**src/rtl/axi_read_address_channel_if.sv**
```systemverilog
// rtl/axi_read_address_channel_if.sv - AXI read-address channel signal bundle
// Master drives the AR payload and ARVALID; slave answers with ARREADY.
interface axi_read_address_channel_if #(
  parameter int ADDR_WIDTH = 32
) ();
  logic [3:0]            ARID;
  logic [ADDR_WIDTH-1:0] ARADDR;
  logic [7:0]            ARLEN;
  logic [2:0]            ARSIZE;
  logic [1:0]            ARBURST;
  logic                  ARVALID;
  logic                  ARREADY;

  modport master (
    output ARID, ARADDR, ARLEN, ARSIZE, ARBURST, ARVALID,
    input  ARREADY
  );

  modport slave (
    input  ARID, ARADDR, ARLEN, ARSIZE, ARBURST, ARVALID,
    output ARREADY
  );
endinterface

```
**src/rtl/axi_read_address_channel.sv**
```systemverilog
// rtl/axi_read_address_channel.sv - AXI AR master splitting reads into 4 KB-safe INCR bursts
// One burst is in flight at a time; each is handed to the read-data channel via go.
module axi_read_address_channel #(
  parameter int ADDR_WIDTH = 32,
  parameter int DATA_WIDTH = 32,
  parameter int MAX_BURST  = 16,
  parameter int LEN_WIDTH  = 16
) (
  input  logic                  clk,
  input  logic                  reset,
  input  logic                  start,
  input  logic [ADDR_WIDTH-1:0] start_addr,
  input  logic [LEN_WIDTH-1:0]  total_beats,
  input  logic [3:0]            cmd_id,
  output logic                  busy,
  output logic                  cmd_done,
  output logic                  cmd_error,
  axi_read_address_channel_if.master ar,
  output logic                  go,
  input  logic                  chan_done,
  input  logic                  chan_error
);
  localparam int BYTES = DATA_WIDTH / 8;
  localparam int SIZE  = $clog2(BYTES);
  localparam int BW    = (LEN_WIDTH > 13) ? LEN_WIDTH : 13;
  localparam logic [ADDR_WIDTH-1:0] ALIGN_MASK = ADDR_WIDTH'(BYTES - 1);

  typedef enum logic [2:0] {
    S_IDLE, S_CALC, S_ADDR, S_DATA, S_RELEASE, S_FINISH, S_REJECT, S_FAULT
  } state_t;

  state_t                state, state_nx;
  logic [ADDR_WIDTH-1:0] addr_q;
  logic [LEN_WIDTH-1:0]  remaining_q;
  logic [BW-1:0]         burst_q;
  logic [ADDR_WIDTH-1:0] ar_addr_q;
  logic [7:0]            ar_len_q;
  logic [3:0]            ar_id_q;
  logic [12:0]           to4k_bytes;
  logic [BW-1:0]         to4k;
  logic [BW-1:0]         burst;
  logic                  cmd_bad;

  // Burst length is the smallest of beats left, the burst cap and beats to the next 4 KB page.
  always_comb begin
    to4k_bytes = 13'd4096 - {1'b0, addr_q[11:0]};
    to4k       = BW'(to4k_bytes >> SIZE);
    burst      = BW'(remaining_q);
    if (BW'(MAX_BURST) < burst) burst = BW'(MAX_BURST);
    if (to4k < burst)           burst = to4k;
  end

  assign cmd_bad = (total_beats == '0) || ((start_addr & ALIGN_MASK) != '0);

  always_ff @(posedge clk or posedge reset) begin
    if (reset) state <= S_IDLE;
    else       state <= state_nx;
  end

  always_comb begin
    state_nx = state;
    case (state)
      S_IDLE:    if (start) state_nx = cmd_bad ? S_REJECT : S_CALC;
      S_CALC:    state_nx = S_ADDR;
      S_ADDR:    if (ar.ARREADY) state_nx = S_DATA;
      S_DATA: begin
        if (chan_error)     state_nx = S_FAULT;
        else if (chan_done) state_nx = S_RELEASE;
      end
      S_RELEASE: state_nx = (remaining_q != '0) ? S_CALC : S_FINISH;
      S_FINISH,
      S_REJECT,
      S_FAULT:   state_nx = S_IDLE;
      default:   state_nx = S_IDLE;
    endcase
  end

  always_ff @(posedge clk or posedge reset) begin
    if (reset) begin
      addr_q      <= '0;
      remaining_q <= '0;
      burst_q     <= '0;
      ar_addr_q   <= '0;
      ar_len_q    <= '0;
      ar_id_q     <= '0;
    end else begin
      case (state)
        S_IDLE: if (start) begin
          addr_q      <= start_addr;
          remaining_q <= total_beats;
          ar_id_q     <= cmd_id;
        end
        S_CALC: begin
          burst_q   <= burst;
          ar_addr_q <= addr_q;
          ar_len_q  <= 8'(burst - 1'b1);
        end
        // Advance only on the handshake so the AR payload stays stable while stalled.
        S_ADDR: if (ar.ARREADY) begin
          addr_q      <= addr_q + (ADDR_WIDTH'(burst_q) << SIZE);
          remaining_q <= remaining_q - LEN_WIDTH'(burst_q);
        end
        default: ;
      endcase
    end
  end

  assign busy       = (state != S_IDLE);
  assign cmd_done   = (state == S_FINISH);
  assign cmd_error  = (state == S_REJECT) || (state == S_FAULT);
  assign go         = (state == S_DATA);
  assign ar.ARVALID = (state == S_ADDR);
  assign ar.ARADDR  = ar_addr_q;
  assign ar.ARLEN   = ar_len_q;
  assign ar.ARID    = ar_id_q;
  assign ar.ARSIZE  = 3'(SIZE);
  assign ar.ARBURST = 2'b01;
endmodule
```
**src/flat_wrapper.sv**
```systemverilog
// flat-port wrapper written by rule: the top's interface ports become plain ports
module axi_read_address_channel_flat 
#(
  parameter int ADDR_WIDTH = 32,
  parameter int DATA_WIDTH = 32,
  parameter int MAX_BURST  = 16,
  parameter int LEN_WIDTH  = 16
)
  (clk, reset, start, start_addr, total_beats, cmd_id, busy, cmd_done, cmd_error, go, chan_done, chan_error, ar_ARID, ar_ARADDR, ar_ARLEN, ar_ARSIZE, ar_ARBURST, ar_ARVALID, ar_ARREADY);
  axi_read_address_channel_if #(.ADDR_WIDTH(ADDR_WIDTH)) ar_i ();
  input  logic clk;
  input  logic reset;
  input  logic start;
  input  logic [ADDR_WIDTH-1:0] start_addr;
  input  logic [LEN_WIDTH-1:0] total_beats;
  input  logic [3:0] cmd_id;
  output logic busy;
  output logic cmd_done;
  output logic cmd_error;
  output logic go;
  input  logic chan_done;
  input  logic chan_error;
  output wire logic [$bits(ar_i.ARID)-1:0] ar_ARID;
  output wire logic [$bits(ar_i.ARADDR)-1:0] ar_ARADDR;
  output wire logic [$bits(ar_i.ARLEN)-1:0] ar_ARLEN;
  output wire logic [$bits(ar_i.ARSIZE)-1:0] ar_ARSIZE;
  output wire logic [$bits(ar_i.ARBURST)-1:0] ar_ARBURST;
  output wire logic [$bits(ar_i.ARVALID)-1:0] ar_ARVALID;
  input wire logic [$bits(ar_i.ARREADY)-1:0] ar_ARREADY;
  assign ar_ARID = ar_i.ARID;
  assign ar_ARADDR = ar_i.ARADDR;
  assign ar_ARLEN = ar_i.ARLEN;
  assign ar_ARSIZE = ar_i.ARSIZE;
  assign ar_ARBURST = ar_i.ARBURST;
  assign ar_ARVALID = ar_i.ARVALID;
  assign ar_i.ARREADY = ar_ARREADY;
  axi_read_address_channel #(.ADDR_WIDTH(ADDR_WIDTH), .DATA_WIDTH(DATA_WIDTH), .MAX_BURST(MAX_BURST), .LEN_WIDTH(LEN_WIDTH)) u_core (.clk(clk), .reset(reset), .start(start), .start_addr(start_addr), .total_beats(total_beats), .cmd_id(cmd_id), .busy(busy), .cmd_done(cmd_done), .cmd_error(cmd_error), .ar(ar_i), .go(go), .chan_done(chan_done), .chan_error(chan_error));
endmodule
```
**config.mk**
```make
export PLATFORM = sky130hd
export DESIGN_NAME = axi_read_address_channel_flat
export DESIGN_NICKNAME = d
export VERILOG_FILES = /design/src/rtl/axi_read_address_channel_if.sv /design/src/rtl/axi_read_address_channel.sv /design/src/flat_wrapper.sv
export SDC_FILE = /design/constraint.sdc
export NUM_CORES = 1
export LEC_CHECK = 0
export BUFFER_PORTS_ARGS = -buffer_cell sky130_fd_sc_hd__buf_4
export CAP_MARGIN = 5
export CELL_PAD_IN_SITES_DETAIL_PLACEMENT = 0
export CELL_PAD_IN_SITES_GLOBAL_PLACEMENT = 1
export CORE_UTILIZATION = 35
export DETAILED_ROUTE_END_ITERATION = 8
export GPL_TIMING_DRIVEN = 0
export HOLD_SLACK_MARGIN = 0.1
export PLACE_DENSITY = 0.66
export SETUP_SLACK_MARGIN = 0.2
export SLEW_MARGIN = 20
export SYNTH_ARGS = -nofsm -noshare
export SYNTH_HDL_FRONTEND = slang
export SYNTH_SLANG_ARGS = --single-unit
export TNS_END_PERCENT = 5
```
**constraint.sdc**
```tcl
create_clock -name clk -period 4.8 [get_ports clk]
set_clock_uncertainty 0.2 [all_clocks]
set_input_delay 0.72 -clock clk [delete_from_list [all_inputs] [get_ports clk]]
set_output_delay 0.72 -clock clk [all_outputs]
set_load 0.02 [all_outputs]
```
Yosys cells after proc, flatten, opt, wreduce, memory -nomap -nowiden
Cells that the tools add are included.

operators by class
  $add $sub $neg = 4
  order comparisons = 2
  equal/unequal tests = 10
  multiplexer cells = 15
  reduce and logical (&&, ||, !) cells = 12

operator list
  cell                                                                    count
  16-bit 2-to-1 mux                                                       4
  32-bit 2-to-1 mux                                                       2
  32-bit case mux with 2 select lines                                     1
  32-bit by 18-bit adder with 32-bit output                               1
  16-bit case mux with 2 select lines                                     1
  32-bit nonzero test                                                     1
  3-bit 2-to-1 mux                                                        6
  3-bit case mux with 6 select lines                                      1
  16-bit zero test                                                        1
  11-bit by 16-bit < comparator with 1-bit output                         1
  5-bit by 16-bit < comparator with 1-bit output (first input constant)   1
  16-bit nonzero test                                                     1
  16-bit subtractor                                                       1
  13-bit by 12-bit subtractor with 13-bit output (first input constant)   1
  3-bit equality test (second input constant)                             4
  8-bit by 1-bit subtractor with 8-bit output (second input constant)     1
  3-bit by 2-bit equality test with 1-bit output (second input constant)  2
  3-bit AND reduction                                                     2
  3-bit by 1-bit equality test with 1-bit output (second input constant)  1
  3-bit zero test                                                         1
  3-bit by 1-bit != test with 1-bit output (second input constant)        1
  3-bit nonzero test                                                      1
  3-bit OR reduction                                                      1
  1-bit logical OR                                                        2
  other kinds (4)                                                         4

word-level totals
  register bits after elaboration = 111
  input port bits = 58
  output and inout bits = 54
  word-level logic and storage cells = 50

Longest topological paths before layout
  word-level depth = 5
  gate-level depth with buffers = 14
  mapped depth without buffers = 12

Worst setup path before layout
No wires, ideal clock.

  path kind = register to register
  from = reg u_core.remaining_q[1]
  to = reg u_core.ar_len_q[4] (netlist: u_core.ar.ARLEN[4])
  setup time = 0.131 ns
  arrival = 3.527 ns
  data required time = 4.469 ns
  setup slack = 0.942 ns
  stages on the path, launching flop included = 13
  buffers on the path = 1
  period minus slack after synthesis = 3.858 ns
  path through = dfrtp_1 or3_1 or2_2 a2111oi_1 nand2_1 ha_1 inv_1 a31oi_1 o41a_1 a2111oi_4 buf_4 mux2i_1 o21ai_1

between the ends
  cells in the longest elaborated chain, start to end = 5

ends and longest elaborated chain
  element                                          line                             RTL
  start: declaration                               axi_read_address_channel.sv:34   logic [LEN_WIDTH-1:0] remaining_q;
  start signal: assignment                         axi_read_address_channel.sv:90   remaining_q <= total_beats;
  start signal: assignment                         axi_read_address_channel.sv:101  remaining_q <= remaining_q - LEN_WIDTH'(burst_q);
  5-bit by 16-bit < comparator with 1-bit output   axi_read_address_channel.sv:49   if (BW'(MAX_BURST) < burst) burst = BW'(MAX_BURST);
  16-bit 2-to-1 mux *                              axi_read_address_channel.sv:49
  11-bit by 16-bit < comparator with 1-bit output  axi_read_address_channel.sv:50   if (to4k < burst) burst = to4k;
  16-bit 2-to-1 mux *                              axi_read_address_channel.sv:50
  8-bit by 1-bit subtractor with 8-bit output *    axi_read_address_channel.sv:96   ar_len_q <= 8'(burst - 1'b1);
  end signal: assignment                           axi_read_address_channel.sv:96
  end: declaration                                 axi_read_address_channel.sv:37   logic [7:0] ar_len_q;

Every way passes the cells marked *; elsewhere a longest branch is shown, timed or not.
A chain may end at the register's enable or synchronous reset.

Final worst setup path
  from = reg u_core.remaining_q[1]
  to = reg u_core.ar_len_q[6] (netlist: u_core.ar.ARLEN[6])

The elaborated chain is that of the path after synthesis.

==> qor.yml <==
layout:
  syn_to_final_growth_pct: 21.2
  n_fill_cell: 2066
  final_nets: 1085
  multiInputGateArea_um2: 4040
  final_area_um2: 8610
  n_antenna_cell: 0
  drive_gt1_share_pct: 15.2
  post-route-util_pct: 43.8
  seqCellArea_um2: 2780
worst_setup_path:
  worstSetupEndpointType: "flip-flop"
  critPathSlowestCell: "a2111oi_4"
  cp_max_fo: 10
  cp_cell_sequence: "or3_1 > or2_2 > a2111oi_4 > nand2_1 > ha_1 > inv_1 > a31oi_1 > o41a_1 > a2111oi_4 > buf_4 > mux2i_1 > o21ai_1"
  r2r-end: "u_core.ar.ARLEN[6]$_DFFE_PP0N_"
  reg2reg_from: "u_core.remaining_q[1]$_DFFE_PP0P_"
  path_class: "reg2reg"
  required_ns: 4.83
  worstPathArrival_ns: 4.23
  r2r_slack_ns: 0.59
  r2r_cells: 12
  startpoint: "u_core.remaining_q[1]$_DFFE_PP0P_"
  worst_path_most_repeated_cell: "a2111oi_4"
  startpoint_type: "flip-flop"
  slowest_delay_ns: 0.61
clocking:
  postCtsSetupBuffers: 0
  cts_hold_buf: 0
  ctsResizeCount: 0
  cts_sinks: 111
  cts_tree: "done"
  worstSkewPairLatency_ns: 0.36
  clk_path_buf_depth: 2
  htree_levels: 3
  cts_made_buffers: 9
  clockRootBuffer: "clkbuf_16"
  clk_pin_slew_ns: 0.08
status:
  status: "completed"
timing:
  max_freq_ghz: 0.238
  relSlewSlack_pct: 36.3
  fin_tns_setup_ns: 0
  hold_viol_final: 0
  finalMaxSlewViolations: 0
  whs_ns: 0.148
  tightest_slew_ns: 0.931
  period_share_pct: 87.6
  setup_viol: 0
  period_minus_slack_ns: 4.21
  rsz0062_at_grt: "no"
routing:
  drt-pass1-iter-count: 4
  viasPerCell: 5.24
  drt-total-wl_mm: 22.8
  drt_iter0_drc: 452
  post_drt_wl_per_cell_um: 18.2
  drc: 0
  vias: 6569
  postRouteAntennaNets: 0
placed_design:
  routabilityCongestion: 0.849
  portBuffers: 106
  place_area_um2: 8300
  place.detailed.hpwl_mm: 17.8
die:
  ios: 112
  die_area_um2: 20900
  start_util_pct: 36.1
  die_x_um: 144
  die_h_um: 144
  rows: 51
  fp.coreArea_um2: 19700
power_and_ir_drop:
  p_per_area_nw_per_um2: 740
  leakage_uw: 0.00401
  seq_power_share_pct: 27.4
  combinationalPowerShare_pct: 60.3
  pwr-share-clk_pct: 12.3
  vdd_drop_max_uv: 227
  p_switching_uw: 3090
  p_int_uw: 3280
  total_power_uw: 6370
  swShare_pct: 48.5
synth:
  synth_edf_count: 0
  avgSynthCellArea_um2: 8.29
  yosys_register_bits: 111
  syn_inst: 857
  yosysWarnings: 0
  syn-cell-area_um2: 7100
  synth-seq-area-share_pct: 39.1
  yosysUniqueCellTypes: 65
  ys.flop_type: "dfrtp_1"
  async_flop_share_pct: 100
global_route:
  grt_max_degree: 73
  grt_pass1_vias: 6270
  grt_pass1_wl_mm: 35.7
  grt.total_usage_pct: 23.1
  antenna_found_initial: 0
  grt-ovfl-total: 0
worst_hold_path:
  min_path_type: "in2async"
run:
  max_cap_violations: 0
worst max-delay path by stage:
stage                                             end  slack, ns
floorplan              u_core.ar.ARLEN[4]$_DFFE_PP0N_       0.94
global placement    u_core.remaining_q[6]$_DFFE_PP0P_      -0.70
detailed placement     u_core.ar.ARLEN[6]$_DFFE_PP0N_       0.42
CTS                    u_core.ar.ARLEN[6]$_DFFE_PP0N_       0.40
global route            u_core.addr_q[23]$_DFFE_PP0P_       0.26
finish                 u_core.ar.ARLEN[6]$_DFFE_PP0N_       0.59
routing by layer:
| metal | up-vias | global-route usage (%) | wire length [um] |
|---|---|---|---|
| met1 | 3123 | 33.8 | 11600 |
| li1 | 3250 | - | - |
| met5 | - | 0 | 0 |
| met2 | 173 | 35.5 | 10000 |
| met4 | 0 | 6.37 | 338 |
| met3 | 23 | 2.68 | 937 |
Yosys cell counts (all sizes together) (10+ instances only):
library cell | number | area share (%)
nand2 | 193 | 10
dfrtp | 111 | 39
nor2 | 66 | 3.5
clkbuf | 44 | 2.3
ha | 41 | 7.2
o21ai | 41 | 2.9
nand3 | 35 | 2.5
a21oi | 33 | 2.3
inv | 30 | 1.6
a31oi | 23 | 2.0
xnor2 | 18 | 2.2
xor2 | 16 | 2.0
nor3 | 14 | 0.99
nor4 | 13 | 1.4
buf | 10 | 0.88
mux2i | 10 | 1.4
o21a | 10 | 1.1
or3 | 10 | 0.88
worst max-delay path: cells and delay by family, from the launching register on:
kind | cells | cell delay [ns]
compound gates | 5 | 1.55
fa+ha+maj | 1 | 0.29
buf+inv | 2 | 0.32
flops | 1 | 0.50
mux | 1 | 0.22
simple gates | 3 | 0.97
through the flow:
| stage | std cells | worst slack, ns |
|---|---|---|
| 3_5_place_dp | 1238 | 0.418 |
| 3_3_place_gp | 1237 | -0.698 |
| 2_1_floorplan | 866 | 0.942 |
| 4_1_cts | 1253 | 0.403 |
| 6_report | 1253 | 0.595 |
| 5_1_grt | 1253 | 0.257 |
registers in the layout (all words and copies together) (netlist names):
register and count:
u_core.addr_q 32, u_core.ar.ARADDR 32, u_core.ar.ARID 4, u_core.burst_q 16, u_core.state 3, u_core.remaining_q 16
u_core.ar.ARLEN 8
layout by cell type, fill, tap and decap left out, types with 4 or more instances in the layout:
cell	Yosys	routed
nand3_1	35	35
nor3_1	14	14
mux2i_1	10	10
xor2_1	16	16
ha_1	41	41
or3_1	10	10
and2_1	4	4
dfrtp_1	111	111
a21oi_1	33	33
and3_1	5	5
o31ai_1	6	6
a21o_1	9	9
nand2b_1	7	7
a31oi_1	23	23
nor2_1	66	66
o311ai_0	6	6
o22ai_1	4	4
buf_4	6	112
clkbuf_1	44	45
nand2_1	193	193
o21ai_0	36	36
nor2b_1	9	9
o21ai_1	5	5
or2_2	9	9
or4_1	8	8
conb_1	2	11
nor4_1	12	12
nand3b_1	4	4
a211oi_1	9	9
clkbuf_16	0	9
inv_1	30	29
nand4_1	7	7
o21a_1	10	10
xnor2_1	18	18
final cells by class:
class	count	share of cell area, %
inverters	30	1.37
multi-input cells	671	46.9
plain buffers	54	2.64
clock buffers	11	2.82
repair buffers	107	9.56
flip-flops and latches	111	32.3
well taps	265	3.85
clock inverters	4	0.625
power by group through the flow:
stage	clock network, uW	logic, uW	registers [uW]
2_1_floorplan	0	2540	1820
5_1_grt	836	4330	1800
6_report	784	3840	1750
4_1_cts	805	3860	1740
3_3_place_gp	0	3840	1750
3_5_place_dp	0	3830	1760
cell families after synthesis:
group	Yosys count	share of synthesized area, %
AOI/OAI and AO/OA	179	17.1
xor gates and xnor gates	34	4.19
adders and majority gates	43	7.79
buffers and inverters	84	4.79
DFF	111	39.1
muxes	12	1.73
other	2	0.106
and+or+nand+nor	392	25.2
(Power assumes the default switching activity.)
